--- src/rtl/cond_unit_pkg.sv ---
// Shared definitions for the ARM-style condition unit: condition codes, flag
// layout, flag-group write mask and helpers used by the unit and its users.
package cond_unit_pkg;

   localparam int unsigned FLAGS_W = 4;
   localparam int unsigned FLAG_N  = 3;
   localparam int unsigned FLAG_Z  = 2;
   localparam int unsigned FLAG_C  = 1;
   localparam int unsigned FLAG_V  = 0;

   typedef logic [FLAGS_W-1:0] flags_t;

   typedef enum logic [3:0] {
      COND_EQ = 4'h0, COND_NE = 4'h1, COND_CS = 4'h2, COND_CC = 4'h3,
      COND_MI = 4'h4, COND_PL = 4'h5, COND_VS = 4'h6, COND_VC = 4'h7,
      COND_HI = 4'h8, COND_LS = 4'h9, COND_GE = 4'hA, COND_LT = 4'hB,
      COND_GT = 4'hC, COND_LE = 4'hD, COND_AL = 4'hE, COND_NV = 4'hF
   } cond_e;

   // Bit order matches the FlagW input: nz is bit 1, cv is bit 0.
   typedef struct packed {
      logic nz;
      logic cv;
   } flag_mask_t;

   function automatic int unsigned ctx_width(input int unsigned n);
      return (n > 1) ? $clog2(n) : 1;
   endfunction

   function automatic flags_t merge_flags(input flags_t cur, input flags_t upd,
                                          input flag_mask_t m);
      flags_t res;
      res = cur;
      if (m.nz) begin
         res[FLAG_N] = upd[FLAG_N];
         res[FLAG_Z] = upd[FLAG_Z];
      end
      if (m.cv) begin
         res[FLAG_C] = upd[FLAG_C];
         res[FLAG_V] = upd[FLAG_V];
      end
      return res;
   endfunction

endpackage

--- src/rtl/cond_unit_if.sv ---
// Control-unit side bundle of the condition unit; master drives requests,
// slave (the unit) returns gated enables and flag state.
interface cond_unit_if
   import cond_unit_pkg::*;
#(
   parameter int unsigned NCTX = 2
);
   localparam int unsigned CTXW = ctx_width(NCTX);

   logic [CTXW-1:0] CtxSel;
   logic [3:0]      Cond;
   flags_t          ALUFlags;
   logic [1:0]      FlagW;
   logic            CondLatch;
   logic            FlagCommit;
   logic            FlagSave;
   logic            FlagRestore;
   logic            PCS;
   logic            NextPC;
   logic            RegW;
   logic            MemW;
   logic            PCWrite;
   logic            RegWrite;
   logic            MemWrite;
   logic            CondExQ;
   flags_t          Flags;
   logic            FlagPending;

   modport master (
      output CtxSel, Cond, ALUFlags, FlagW, CondLatch, FlagCommit, FlagSave,
             FlagRestore, PCS, NextPC, RegW, MemW,
      input  PCWrite, RegWrite, MemWrite, CondExQ, Flags, FlagPending
   );

   modport slave (
      input  CtxSel, Cond, ALUFlags, FlagW, CondLatch, FlagCommit, FlagSave,
             FlagRestore, PCS, NextPC, RegW, MemW,
      output PCWrite, RegWrite, MemWrite, CondExQ, Flags, FlagPending
   );
endinterface

--- src/rtl/cond_eval.sv ---
// Combinational ARM condition check; reusable by any block holding NZCV flags.
module cond_eval
   import cond_unit_pkg::*;
(
   input  logic [3:0] i_cond,
   input  flags_t     i_flags,
   output logic       o_cond_ex_c
);
   logic w_n, w_z, w_c, w_v;

   assign w_n = i_flags[FLAG_N];
   assign w_z = i_flags[FLAG_Z];
   assign w_c = i_flags[FLAG_C];
   assign w_v = i_flags[FLAG_V];

   always_comb begin
      o_cond_ex_c = 1'b1;
      case (cond_e'(i_cond))
         COND_EQ: o_cond_ex_c = w_z;
         COND_NE: o_cond_ex_c = !w_z;
         COND_CS: o_cond_ex_c = w_c;
         COND_CC: o_cond_ex_c = !w_c;
         COND_MI: o_cond_ex_c = w_n;
         COND_PL: o_cond_ex_c = !w_n;
         COND_VS: o_cond_ex_c = w_v;
         COND_VC: o_cond_ex_c = !w_v;
         COND_HI: o_cond_ex_c = w_c & !w_z;
         COND_LS: o_cond_ex_c = !w_c | w_z;
         COND_GE: o_cond_ex_c = (w_n == w_v);
         COND_LT: o_cond_ex_c = (w_n != w_v);
         COND_GT: o_cond_ex_c = !w_z & (w_n == w_v);
         COND_LE: o_cond_ex_c = w_z | (w_n != w_v);
         default: o_cond_ex_c = 1'b1;
      endcase
   end
endmodule

--- src/rtl/cond_unit.sv ---
// Conditional-execution unit: per-context NZCV flags with shadow copies,
// optional delayed (pending) flag write with bypass, and write-enable gating.
module cond_unit
   import cond_unit_pkg::*;
#(
   parameter int unsigned NCTX        = 2,
   parameter int unsigned FLAGW_DELAY = 1
) (
   input  logic       clk,
   input  logic       reset,
   cond_unit_if.slave bus
);
   localparam int unsigned CTXW = ctx_width(NCTX);

   flags_t          r_live [NCTX];
   flags_t          r_shad [NCTX];
   flags_t          w_live_nxt [NCTX];
   flags_t          w_shad_nxt [NCTX];
   logic            r_cond_ex_q;
   logic [CTXW-1:0] r_lat_ctx;
   logic            r_pend_valid;
   flags_t          r_pend_flags;
   flag_mask_t      r_pend_mask;
   logic [CTXW-1:0] r_pend_ctx;

   logic       w_ctx_ok;
   logic       w_lat_ok;
   flags_t     w_live_sel;
   flags_t     w_eval;
   logic       w_cond_ex;
   flag_mask_t w_wmask;
   logic       w_capture;
   logic       w_commit;

   assign w_ctx_ok   = 32'(bus.CtxSel) < NCTX;
   assign w_lat_ok   = 32'(r_lat_ctx) < NCTX;
   assign w_live_sel = w_ctx_ok ? r_live[bus.CtxSel] : '0;

   // Outstanding delayed write to this context is visible to evaluation early.
   assign w_eval = (r_pend_valid && w_ctx_ok && (r_pend_ctx == bus.CtxSel))
                   ? merge_flags(w_live_sel, r_pend_flags, r_pend_mask)
                   : w_live_sel;

   cond_eval u_cond_eval (
      .i_cond      (bus.Cond),
      .i_flags     (w_eval),
      .o_cond_ex_c (w_cond_ex)
   );

   assign w_wmask   = flag_mask_t'(bus.FlagW & {2{r_cond_ex_q}});
   assign w_capture = (FLAGW_DELAY != 0) && (w_wmask != '0) && w_lat_ok;
   assign w_commit  = (FLAGW_DELAY != 0) && bus.FlagCommit && r_pend_valid;

   // Per-context next state; restore is applied last so it beats any write.
   always_comb begin
      for (int unsigned c = 0; c < NCTX; c++) begin
         w_live_nxt[c] = r_live[c];
         w_shad_nxt[c] = r_shad[c];
         if ((FLAGW_DELAY == 0) && (r_lat_ctx == CTXW'(c)))
            w_live_nxt[c] = merge_flags(r_live[c], bus.ALUFlags, w_wmask);
         if (w_commit && (r_pend_ctx == CTXW'(c)))
            w_live_nxt[c] = merge_flags(r_live[c], r_pend_flags, r_pend_mask);
         if (w_ctx_ok && (bus.CtxSel == CTXW'(c))) begin
            if (bus.FlagSave)    w_shad_nxt[c] = r_live[c];
            if (bus.FlagRestore) w_live_nxt[c] = r_shad[c];
         end
      end
   end

   always_ff @(posedge clk or negedge reset) begin
      if (!reset) begin
         r_cond_ex_q  <= 1'b0;
         r_lat_ctx    <= '0;
         r_pend_valid <= 1'b0;
         r_pend_flags <= '0;
         r_pend_mask  <= '0;
         r_pend_ctx   <= '0;
         r_live       <= '{default: '0};
         r_shad       <= '{default: '0};
      end else begin
         if (bus.CondLatch) begin
            r_cond_ex_q <= w_cond_ex;
            r_lat_ctx   <= bus.CtxSel;
         end
         r_live <= w_live_nxt;
         r_shad <= w_shad_nxt;
         // A same-cycle capture replaces the entry being committed.
         if (w_capture) begin
            r_pend_valid <= 1'b1;
            r_pend_flags <= bus.ALUFlags;
            r_pend_mask  <= w_wmask;
            r_pend_ctx   <= r_lat_ctx;
         end else if (w_commit) begin
            r_pend_valid <= 1'b0;
         end
      end
   end

   assign bus.RegWrite    = bus.RegW & r_cond_ex_q;
   assign bus.MemWrite    = bus.MemW & r_cond_ex_q;
   assign bus.PCWrite     = bus.NextPC | (bus.PCS & r_cond_ex_q);
   assign bus.CondExQ     = r_cond_ex_q;
   assign bus.Flags       = w_live_sel;
   assign bus.FlagPending = r_pend_valid;
endmodule

--- src/flat_wrapper.sv ---
// flat-port wrapper written by rule: the top's interface ports become plain ports
module cond_unit_flat import cond_unit_pkg::*;
#(
   parameter int unsigned NCTX        = 2,
   parameter int unsigned FLAGW_DELAY = 1
)
  (clk, reset, bus_CtxSel, bus_Cond, bus_ALUFlags, bus_FlagW, bus_CondLatch, bus_FlagCommit, bus_FlagSave, bus_FlagRestore, bus_PCS, bus_NextPC, bus_RegW, bus_MemW, bus_PCWrite, bus_RegWrite, bus_MemWrite, bus_CondExQ, bus_Flags, bus_FlagPending);
  cond_unit_if #(.NCTX(NCTX)) bus_i ();
  input  logic clk;
  input  logic reset;
  input wire logic [$bits(bus_i.CtxSel)-1:0] bus_CtxSel;
  input wire logic [$bits(bus_i.Cond)-1:0] bus_Cond;
  input wire logic [$bits(bus_i.ALUFlags)-1:0] bus_ALUFlags;
  input wire logic [$bits(bus_i.FlagW)-1:0] bus_FlagW;
  input wire logic [$bits(bus_i.CondLatch)-1:0] bus_CondLatch;
  input wire logic [$bits(bus_i.FlagCommit)-1:0] bus_FlagCommit;
  input wire logic [$bits(bus_i.FlagSave)-1:0] bus_FlagSave;
  input wire logic [$bits(bus_i.FlagRestore)-1:0] bus_FlagRestore;
  input wire logic [$bits(bus_i.PCS)-1:0] bus_PCS;
  input wire logic [$bits(bus_i.NextPC)-1:0] bus_NextPC;
  input wire logic [$bits(bus_i.RegW)-1:0] bus_RegW;
  input wire logic [$bits(bus_i.MemW)-1:0] bus_MemW;
  output wire logic [$bits(bus_i.PCWrite)-1:0] bus_PCWrite;
  output wire logic [$bits(bus_i.RegWrite)-1:0] bus_RegWrite;
  output wire logic [$bits(bus_i.MemWrite)-1:0] bus_MemWrite;
  output wire logic [$bits(bus_i.CondExQ)-1:0] bus_CondExQ;
  output wire logic [$bits(bus_i.Flags)-1:0] bus_Flags;
  output wire logic [$bits(bus_i.FlagPending)-1:0] bus_FlagPending;
  assign bus_i.CtxSel = bus_CtxSel;
  assign bus_i.Cond = bus_Cond;
  assign bus_i.ALUFlags = bus_ALUFlags;
  assign bus_i.FlagW = bus_FlagW;
  assign bus_i.CondLatch = bus_CondLatch;
  assign bus_i.FlagCommit = bus_FlagCommit;
  assign bus_i.FlagSave = bus_FlagSave;
  assign bus_i.FlagRestore = bus_FlagRestore;
  assign bus_i.PCS = bus_PCS;
  assign bus_i.NextPC = bus_NextPC;
  assign bus_i.RegW = bus_RegW;
  assign bus_i.MemW = bus_MemW;
  assign bus_PCWrite = bus_i.PCWrite;
  assign bus_RegWrite = bus_i.RegWrite;
  assign bus_MemWrite = bus_i.MemWrite;
  assign bus_CondExQ = bus_i.CondExQ;
  assign bus_Flags = bus_i.Flags;
  assign bus_FlagPending = bus_i.FlagPending;
  cond_unit #(.NCTX(NCTX), .FLAGW_DELAY(FLAGW_DELAY)) u_core (.clk(clk), .reset(reset), .bus(bus_i));
endmodule
--- config.mk ---
export PLATFORM = sky130hd
export DESIGN_NAME = cond_unit_flat
export DESIGN_NICKNAME = d
export VERILOG_FILES = /design/src/rtl/cond_unit_pkg.sv /design/src/rtl/cond_unit_if.sv /design/src/rtl/cond_eval.sv /design/src/rtl/cond_unit.sv /design/src/flat_wrapper.sv
export SDC_FILE = /design/constraint.sdc
export NUM_CORES = 1
export LEC_CHECK = 0
export BUFFER_PORTS_ARGS = -buffer_cell sky130_fd_sc_hd__buf_4
export CAP_MARGIN = 20
export CELL_PAD_IN_SITES_DETAIL_PLACEMENT = 1
export CELL_PAD_IN_SITES_GLOBAL_PLACEMENT = 2
export CORE_UTILIZATION = 33
export DETAILED_ROUTE_END_ITERATION = 12
export GPL_TIMING_DRIVEN = 0
export PLACE_DENSITY = 0.83
export SETUP_SLACK_MARGIN = 0.05
export SLEW_MARGIN = 20
export SYNTH_ARGS = -nofsm -noshare
export SYNTH_HDL_FRONTEND = slang
export SYNTH_SLANG_ARGS = --single-unit
--- constraint.sdc ---
create_clock -name clk -period 2.75 [get_ports clk]
set_input_delay 0.275 -clock clk [delete_from_list [all_inputs] [get_ports clk]]
set_output_delay 0.275 -clock clk [all_outputs]
set_load 0.02 [all_outputs]
==> out/results.txt, run 1 <==
Status - finished clean
Worst hold slack - 0.211 ns
Distinct cells, synth - 32
Vias in the first global route - 1158
Mux cell area share after synthesis - 0.226
Root buf cell - clkbuf_8
Hold Fails Final Rpt - 0
Drt wl/cell - 15.8 um
Post-Synth Adder-Cell Area - 0
Chip Width - 67.1 um
Residual DRC - 0
First-pass GRT wire length - 5610 um
XOR/XNOR Fraction of Synth Area - 0.0116
Clk buf depth - 2
Die height - 67.1 um
Synth warn - 0
Cell Pwr Density - 935 nW/um2
Vias per cell - 5.12
Critical Path AT - 2.22 ns
Total CTS buffers - 3
Synth Cell Area - 1400 um2
Core Region - 4030 um2
Largest net degree at the start of global routing - 27
RSZ-0062 raised after global routing - no
Max_cap viols - 0
CP max FO - 6
Met3 Routed Length - 88 um
Rel. slew slack - 0.537
Fin crit share - 0.754
GPL Wtd Cong - 0.761
Top Metal Used - met4
Simple-gate share of the synthesized area - 0.142
Mean Syn Cell Area - 10.6 um2
Synthesized flop and latch total - 26
Io pins - 30
Post-route ant nets - 0
Async S/R FF share, synth - 1.00
GRT overflow - 0
R2R Path Start - u_core.r_pend_ctx$_DFFE_PN0P_
Compound-Gate Fraction of Synth Area - 0.134
Drt pass-1 iters - 4
Synth Flop Type - dfrtp_1
PortBufs - 28
Setup violations, final - 0
Final nets - 187
Setup TNS - 0 ns
Fraction of layout instances using a drive strength above 1 - 0.333
Worst Setup Start Kind - register
Total GRT Usage - 0.173
P&R area growth vs syn - 24.1%
Crit path time final - 2.07 ns
Crit Path Class - reg -> reg
Slew Viols, Final - 0
Fmax - 483 MHz
N_diodes - 0
Starting density of the core - 0.348
DRT met1 WL - 1460 um
Initial antenna violation count - 0
Die Area - 4510 um2
DP Area - 1670 um2
Leak Pwr - 0.849 nW
Crit end category - register
Worst min path class - in -> reg
Iteration-0 DRC Markers - 14
TritonCTS clock tree - done
Non-Filler Instances - 215
Clk Latency, worst-skew pair - 0.27 ns
Post-layout instance area - 1740 um2
Placed Instances - 210
Placed wire-length estimate - 2620 um
Max VDD drop - 426 uV
Critical path origin - u_core.r_pend_ctx$_DFFE_PN0P_
Met2 wire len - 1810 um
CTS Sinks - 26
Row count - 23
EDFF count, synth - 0
Hold Path Origin - bus_CondLatch
Total nets after synthesis - 153
H-tree depth - 1
Post-synthesis instance total - 132
Vias - 1101
Clk slew on worst S/H paths - 0.09 ns
Seq/Total Area, Yosys - 0.465
Final WL - 3390 um
Largest family of logic cells by synthesized area - multiplexers
Setup Skew - 0.00189 ns
Slew @ Worst Pin - 0.690 ns
Required time of the critical path - 2.90 ns
Yosys cell counts, types with 2 or more instances:
| cell | n | area, um2 |
|---|---|---|
| clkbuf_1 | 2 | 7.51 |
| o21ai_0 | 11 | 55.1 |
| nand2b_1 | 3 | 18.8 |
| inv_1 | 3 | 11.3 |
| nand4_1 | 2 | 12.5 |
| and2_1 | 4 | 25.0 |
| mux2_2 | 17 | 191 |
| a21oi_1 | 2 | 10.0 |
| mux2i_1 | 11 | 110 |
| nor2_1 | 5 | 18.8 |
| o211a_1 | 3 | 30.0 |
| dfrtp_1 | 26 | 651 |
| o21ai_1 | 2 | 10.0 |
| nand2_1 | 22 | 82.6 |
| nor2b_1 | 2 | 12.5 |
registers in the layout, indices dropped and copies added, names as in the netlist:
name and count:
u_core.r_shad 8, u_core.r_pend_mask 2, u_core.bus.FlagPending 1, u_core.r_pend_ctx 1, u_core.r_pend_flags 4, u_core.bus.CondExQ 1, u_core.r_lat_ctx 1, u_core.r_live 8
placed cells by master (no fill, tap or decap), types with 2 or more instances in the layout:
cell      instances
clkbuf_1          2
o211a_1           3
mux2i_1          11
o21ai_1           2
dfrtp_1          26
o21ai_0          11
inv_1             3
mux2_2           17
nand2_1          22
and2_1            4
nor2_1            5
nand2b_1          3
buf_4            28
a21oi_1           2
clkbuf_8          4
nor2b_1           2
nand4_1           2
path summary, 6_finish.rpt:
| check | endpoint | slack (ns) | cells after the start |
|---|---|---|---|
| min in group asynchronous | u_core.r_live[5]$_DFF_PN0_ | 0.44 | 2 |
| max in group asynchronous | u_core.r_live[7]$_DFF_PN0_ | 2.05 | 2 |
| worst max-delay path | u_core.bus.CondExQ$_DFFE_PN0P_ | 0.68 | 7 |
| worst min-delay path | u_core.bus.CondExQ$_DFFE_PN0P_ | 0.21 | 2 |
| worst min register to register | u_core.r_live[2]$_DFF_PN0_ | 0.49 | 2 |
| worst max register to register | u_core.bus.CondExQ$_DFFE_PN0P_ | 0.68 | 7 |
per-layer routing:
layer  global-route usage  vias up
li1                     -      532
met1                0.213      554
met2                0.299       11
met3               0.0355        4
met4               0.0559        0
met5                    0        -
through the flow:
stage	util	setup slack (ns)	total power, W
6_report	0.431	0.677	0.00163
5_1_grt	0.431	0.544	0.00175
4_1_cts	0.431	0.669	0.00164
3_5_place_dp	0.415	0.695	0.00139
3_3_place_gp	0.415	0.723	0.00135
2_1_floorplan	-	0.863	0.00114
what timing repair did:
action	in CTS	in global routing
setup buffers	0	0
resized for setup	0	0
hold buffers	1	0
hold endpoints to repair	26	0
critical path, stage by stage, from the launching register on:
cell	delay, ns
dfrtp_1	0.47
xor2_2	0.24
or3_1	0.42
a211oi_1	0.21
o21ai_0	0.14
and3_1	0.18
o21ai_1	0.17
a41oi_2	0.13
kinds of logic (layout without fill, tap and decap cells):
family          Yosys count  in the layout
simple gates             43             43
mux                      29             29
compound gates           27             27
flops                    26             26
buf+inv                   6             39
xor+xnor                  1              1
where the power goes:
group	internal, W	switching (W)
logic	0.000347	0.000342
clock network	0.000128	0.000119
registers	0.000539	0.000150
total	0.00101	0.000611
area by class of cell:
cell class,instances,area [um2]
clock buffer,4,55.1
sequential,26,651
fill,470,2290
inverter,3,11.3
timing repair buffer,29,220
buffer,3,18.8
multi-input combinational,100,719
tap,50,62.6
Note: power is estimated with default switching activity, not from simulation.
==> inputs of run 2 (changes only) <==
Settings changed: ABC_AREA set to 1, CORE_UTILIZATION 33 to 27, PLACE_DENSITY 0.83 to 0.8.
Clock period 2.75 ns to 1.76 ns, I/O delays scaled along.
==> run 2 against run 1 <==
Die area is 37% higher. First-iteration DRC count is 93% higher. Worst setup slack worse by 0.52 ns. Final area is 13% higher. Via count is 35% higher. Hold slack worse by 0.096 ns.
==> out/results.txt, run 2 <==
Synth top area cells - dfrtp_1, nand2_1, nor2_1
Crit-path cells - inv_2 > nand2_2 > nand2_4 > nand3_2 > nand2_1 > nand2_1 > nand3_1 > nand2_1 > nor2_1 > nand2_1 > nor2_2 > a21oi_2
Total CTS buffers - 3
Fmax - 626 MHz
Distinct cells, synth - 25
Required time of the critical path - 1.92 ns
Iteration-0 DRC Markers - 27
Final nets - 278
Drt wl/cell - 13.1 um
Crit end category - register
First-pass GRT wire length - 7210 um
Family with the most delay on the worst path - simple AND/OR/NAND/NOR gates
Crit path to - u_core.bus.CondExQ$_DFFE_PN0P_
CP peak stage delay - 0.43 ns
Clk buf depth - 2
Synthesized flop and latch total - 26
TritonCTS clock tree - done
Post-route ant nets - 0
Drt pass-1 iters - 4
Reg2reg end - u_core.bus.CondExQ$_DFFE_PN0P_
Synth Flop Type - dfrtp_1
GPL Wtd Cong - 0.752
Critical Path AT - 1.75 ns
Placed wire-length estimate - 3490 um
Clk Latency, worst-skew pair - 0.27 ns
Io pins - 30
Crit path time final - 1.60 ns
H-tree depth - 1
Initial antenna violation count - 0
Clk slew on worst S/H paths - 0.08 ns
Chip Width - 78.7 um
Residual DRC - 0
Worst Setup Start Kind - register
P&R area growth vs syn - 23.8%
Final WL - 4290 um
GRT overflow - 0
Setup TNS - 0 ns
Largest net degree at the start of global routing - 27
Seq/Total Area, Yosys - 0.410
Worst hold slack - 0.115 ns
CP max FO - 4
Status - finished clean
R2r setup slk - 0.16 ns
Vias in the first global route - 1541
Fin util - 0.353
Vias per cell - 4.55
Crit Path Class - reg -> reg
Die Area - 6190 um2
Row count - 27
Setup violations, final - 0
Async S/R FF share, synth - 1.00
Vias - 1487
Most frequent cells in the layout - nand2_1, buf_4, inv_1, nor2_1, dfrtp_1
Buffers & Inverters on Critical Path - 1
Worst min path class - in -> reg
Commonest non-fill, non-tap cell in the layout - nand2_1
Fin crit share - 0.908
Rel. slew slack - 0.717
Cell Pwr Density - 1270 nW/um2
N_diodes - 0
Most frequent cell after synthesis - nand2_1
CTS Sinks - 26
Total nets after synthesis - 241
Post-synthesis instance total - 220
Critical path origin - u_core.r_pend_ctx$_DFFE_PN0P_
Slew @ Worst Pin - 0.425 ns
EDFF count, synth - 0
Max_cap viols - 0
Setup Skew - 0.00867 ns
Starting density of the core - 0.285
R2R Path Start - u_core.r_pend_ctx$_DFFE_PN0P_
Slowest cell on the critical path - dfrtp_1
Max VDD drop - 764 uV
Yosys top cell by area - dfrtp_1
Most Frequent Cell on Critical Path - nand2_1
Biggest regs - u_core.r_live (8), u_core.r_shad (8), u_core.r_pend_flags (4)
Total GRT Usage - 0.148
PortBufs - 29
Synth warn - 0
Synth top area share - 0.410
Slew Viols, Final - 0
Mean Syn Cell Area - 7.22 um2
RSZ-0062 raised after global routing - no
Hold Fails Final Rpt - 0
Leak Pwr - 1.02 nW
R2R depth - 12
Levels on crit path - 12
Synth cell count leaders - nand2_1, nor2_1, inv_1
Fraction of layout instances using a drive strength above 1 - 0.247
Die height - 78.7 um
Core Region - 5570 um2
Synth Cell Area - 1590 um2
Root buf cell - clkbuf_8
run 2: cell types whose count changed in the layout (fill, tap and decap cells not counted), sizes merged, moves of 4 or more:
cell / change
nand2: +48
inv: +28
nor2: +26
a21oi: +16
mux2: -13
mux2i: -11
nand3: +9
o21ai: +7
and2: -4
run 2: layout make-up:
cell class | instances | area [um2]
repair buffers | 32 | 243
clock buffers | 3 | 41.3
fillers | 701 | 3610
well taps | 72 | 90.1
flip-flops and latches | 26 | 652
plain buffers | 2 | 15.0
inverters | 31 | 116
multi-input cells | 161 | 808
run 2: worst min path at each step:
stage,startpoint,to,slack (ns),cells past startpoint
detailed placement,reset,u_core.r_shad[3]$_DFFE_PN0P_,0.11,1
global route,bus_CondLatch,u_core.r_lat_ctx$_DFFE_PN0P_,0.11,2
floorplan,reset,u_core.bus.CondExQ$_DFFE_PN0P_,-0.12,0
CTS,bus_CondLatch,u_core.r_lat_ctx$_DFFE_PN0P_,0.11,2
global placement,reset,u_core.r_shad[3]$_DFFE_PN0P_,0.11,1
finish,bus_CondLatch,u_core.r_lat_ctx$_DFFE_PN0P_,0.12,2
run 2: kinds of logic after synthesis:
logic type,after synthesis,share of synthesized area
AND/OR/NAND/NOR,113,0.318
AO/OA/AOI/OAI,43,0.154
buffers and inverters,33,0.0827
flip-flops,26,0.410
multiplexers,5,0.0355
run 2: metrics by stage:
step                      cell area (um2)  worst slack, ns  std cells  total power (W)
final                                1970            0.162        327          0.00250
after global routing                 1970           0.0289        327          0.00271
after detailed placement             1900            0.115        321          0.00216
after floorplan                      1590            0.271        220          0.00177
after global placement               1900            0.108        321          0.00214
after CTS                            1950            0.106        325          0.00251
run 2: timing repair:
| item | in CTS | in global routing |
|---|---|---|
| endpoints found under the setup margin | 0 | 1 |
| hold buffers | 1 | 0 |
| gates resized for setup | 0 | 2 |
| setup buffers | 0 | 2 |
| hold endpoints to repair | 26 | 0 |
run 2: metal layers:
layer,up-vias,track usage,share of wire
met4,0,0.0222,0.0054
met5,-,0,0
met2,11,0.276,0.51
li1,770,-,-
met1,704,0.184,0.47
met3,2,0.0186,0.019
run 2: worst register-to-register path, stage by stage, from the launching register on:
cell     delay, ns
dfrtp_1       0.43
inv_2         0.11
nand2_2       0.07
nand2_4       0.10
nand3_2       0.10
nand2_1       0.08
nand2_1       0.09
nand3_1       0.08
nand2_1       0.05
nor2_1        0.10
nand2_1       0.09
nor2_2        0.13
a21oi_2       0.06
run 2: where the power goes:
group	total [W]	leakage (nW)	switching [W]	internal (W)
clock network	0.000332	0.0216	0.000179	0.000153
logic	0.00115	0.689	0.000700	0.000451
registers	0.00102	0.307	0.000192	0.000824
total	0.00250	1.02	0.00107	0.00143
==> inputs of run 3 (changes only) <==
Settings changed: CAP_MARGIN 20 to 30, CORE_ASPECT_RATIO set to 1.75.
==> run 3 against run 2 <==
Sequential power is essentially flat. Hold slack lost 0.0070 ns. Worst setup slack gained 0.0081 ns. Count of clock-buffer cells in the layout is the same. Die area grew 0.20%. Core utilization is essentially flat. Clock skew shrank 0.0057 ns. Critical path depth shrank 1. Final area grew 1.0%. Global-route usage grew 1.7 points. Flip-flop and latch count is the same. Maximum frequency grew 0.51%. Highest routed layer unchanged.
==> out/results.txt, run 3 (same netlist as run 2, synthesis figures left out) <==
Status - finished clean
Io pins - 30
Most Frequent Cell on Critical Path - nand2_1
Fmax - 629 MHz
TritonCTS clock tree - done
Worst Setup Start Kind - register
Fill cells - 708
Max_cap viols - 0
Clk buf depth - 2
Worst min path class - in -> reg
Rel. slew slack - 0.698
Biggest regs - u_core.r_live (8), u_core.r_shad (8), u_core.r_pend_flags (4)
Most frequent cells in the layout - nand2_1, buf_4, inv_1
Top Metal Used - met4
GRT overflow - 0
Placed wire-length estimate - 3810 um
Clk slew on worst S/H paths - 0.09 ns
Slew Viols, Final - 0
Row count - 36
Required time of the critical path - 1.96 ns
Hold path cells - 3
Post-route ant nets - 0
Total GRT Usage - 0.166
Drt pass-1 iters - 4
GPL Wtd Cong - 0.793
Max VDD drop - 687 uV
Residual DRC - 0
Starting density of the core - 0.282
Chip Width - 60.0 um
Fin crit share - 0.904
Post-layout instance area - 1990 um2
CTS Sinks - 26
Crit path time final - 1.59 ns
Vias per cell - 4.50
Clk Latency, worst-skew pair - 0.27 ns
Vias - 1490
Hold Fails Final Rpt - 0
H-tree depth - 1
Critical Path AT - 1.79 ns
Power, Total - 0.00253 W
Slowest cell on the critical path - dfrtp_1
Crit-path cells - inv_2 > nand2_2 > nand2_4 > nand3_4 > a21oi_2 > nand2_2 > nand2_1 > nand2_1 > nand2_1 > nor2_2 > a21oi_2
DP Area - 1900 um2
PortBufs - 29
Iteration-0 DRC Markers - 46
Met3 Routed Length - 74 um
Total CTS buffers - 3
Drt wl/cell - 13.5 um
Core Region - 5630 um2
CP peak stage delay - 0.45 ns
Largest net degree at the start of global routing - 27
Final WL - 4480 um
Crit end category - register
Fin util - 0.353
P&R area growth vs syn - 25.1%
Non-Filler Instances - 331
Vias in the first global route - 1585
Slew @ Worst Pin - 0.452 ns
Met2 wire len - 2690 um
Setup violations, final - 0
Setup TNS - 0 ns
Fraction of layout instances using a drive strength above 1 - 0.259
First-pass GRT wire length - 7500 um
Setup Skew - 0.00295 ns
Placed Instances - 325
Leak Pwr - 1.02 nW
Final nets - 278
Cell Pwr Density - 1270 nW/um2
CP max FO - 4
Root buf cell - clkbuf_8
DRT met1 WL - 1620 um
N_diodes - 0
Commonest non-fill, non-tap cell in the layout - nand2_1
RSZ-0062 raised after global routing - no
Crit Path Class - reg -> reg
Die height - 103 um
R2R depth - 11
Initial antenna violation count - 0
Die Area - 6200 um2
[run 3: metrics by stage]
stage	worst slack (ns)	hold WS, ns
floorplan	0.271	-0.120
global placement	0.107	0.107
detailed placement	0.0629	0.107
CTS	0.0511	0.107
global route	0.0495	0.112
finish	0.170	0.108
[run 3: timing repair]
action,4_1_cts,5_1_grt
buffers inserted,0,2
endpoints found under the hold margin,26,0
hold buffers,1,0
gates resized for setup,0,6
endpoints found under the setup margin,0,2
[run 3: critical path, delay by kind of cell (launching register included)]
kind / cells / cell delay [ns]
flops: 1 / 0.45
buf+inv: 1 / 0.11
simple gates: 8 / 0.66
compound gates: 2 / 0.32
[run 3: power breakdown]
part / internal (W) / total, W / switching (W)
Clock: 0.000154 / 0.000338 / 0.000184
Sequential: 0.000824 / 0.00102 / 0.000198
Combinational: 0.000457 / 0.00117 / 0.000714
[run 3: worst paths after layout]
kind | start | to | slack [ns]
min | bus_ALUFlags[1] | u_core.r_pend_flags[1]$_DFFE_PN0P_ | 0.11
max reg2reg | u_core.r_pend_ctx$_DFFE_PN0P_ | u_core.bus.CondExQ$_DFFE_PN0P_ | 0.17
min reg2reg | u_core.r_shad[4]$_DFFE_PN0P_ | u_core.r_live[4]$_DFF_PN0_ | 0.49
max in group asynchronous | reset | u_core.bus.FlagPending$_DFFE_PN0P_ | 1.14
max | u_core.r_pend_ctx$_DFFE_PN0P_ | u_core.bus.CondExQ$_DFFE_PN0P_ | 0.17
min in group asynchronous | reset | u_core.r_live[1]$_DFF_PN0_ | 0.35
[run 3: cell type report]
| cell class | count | area (um2) | share of cell area |
|---|---|---|---|
| sequential | 26 | 652 | 0.328 |
| clock buffer | 3 | 41.3 | 0.0208 |
| tap | 76 | 95.1 | 0.0479 |
| inverter | 31 | 116 | 0.0586 |
| multi-input combinational | 161 | 823 | 0.415 |
| timing repair buffer | 32 | 243 | 0.122 |
| buffer | 2 | 15.0 | 0.00756 |
[run 3: layer usage]
metal,up-vias,track usage
met5,-,0
met4,0,0.0626
met3,7,0.0124
met2,18,0.339
met1,696,0.163
li1,769,-
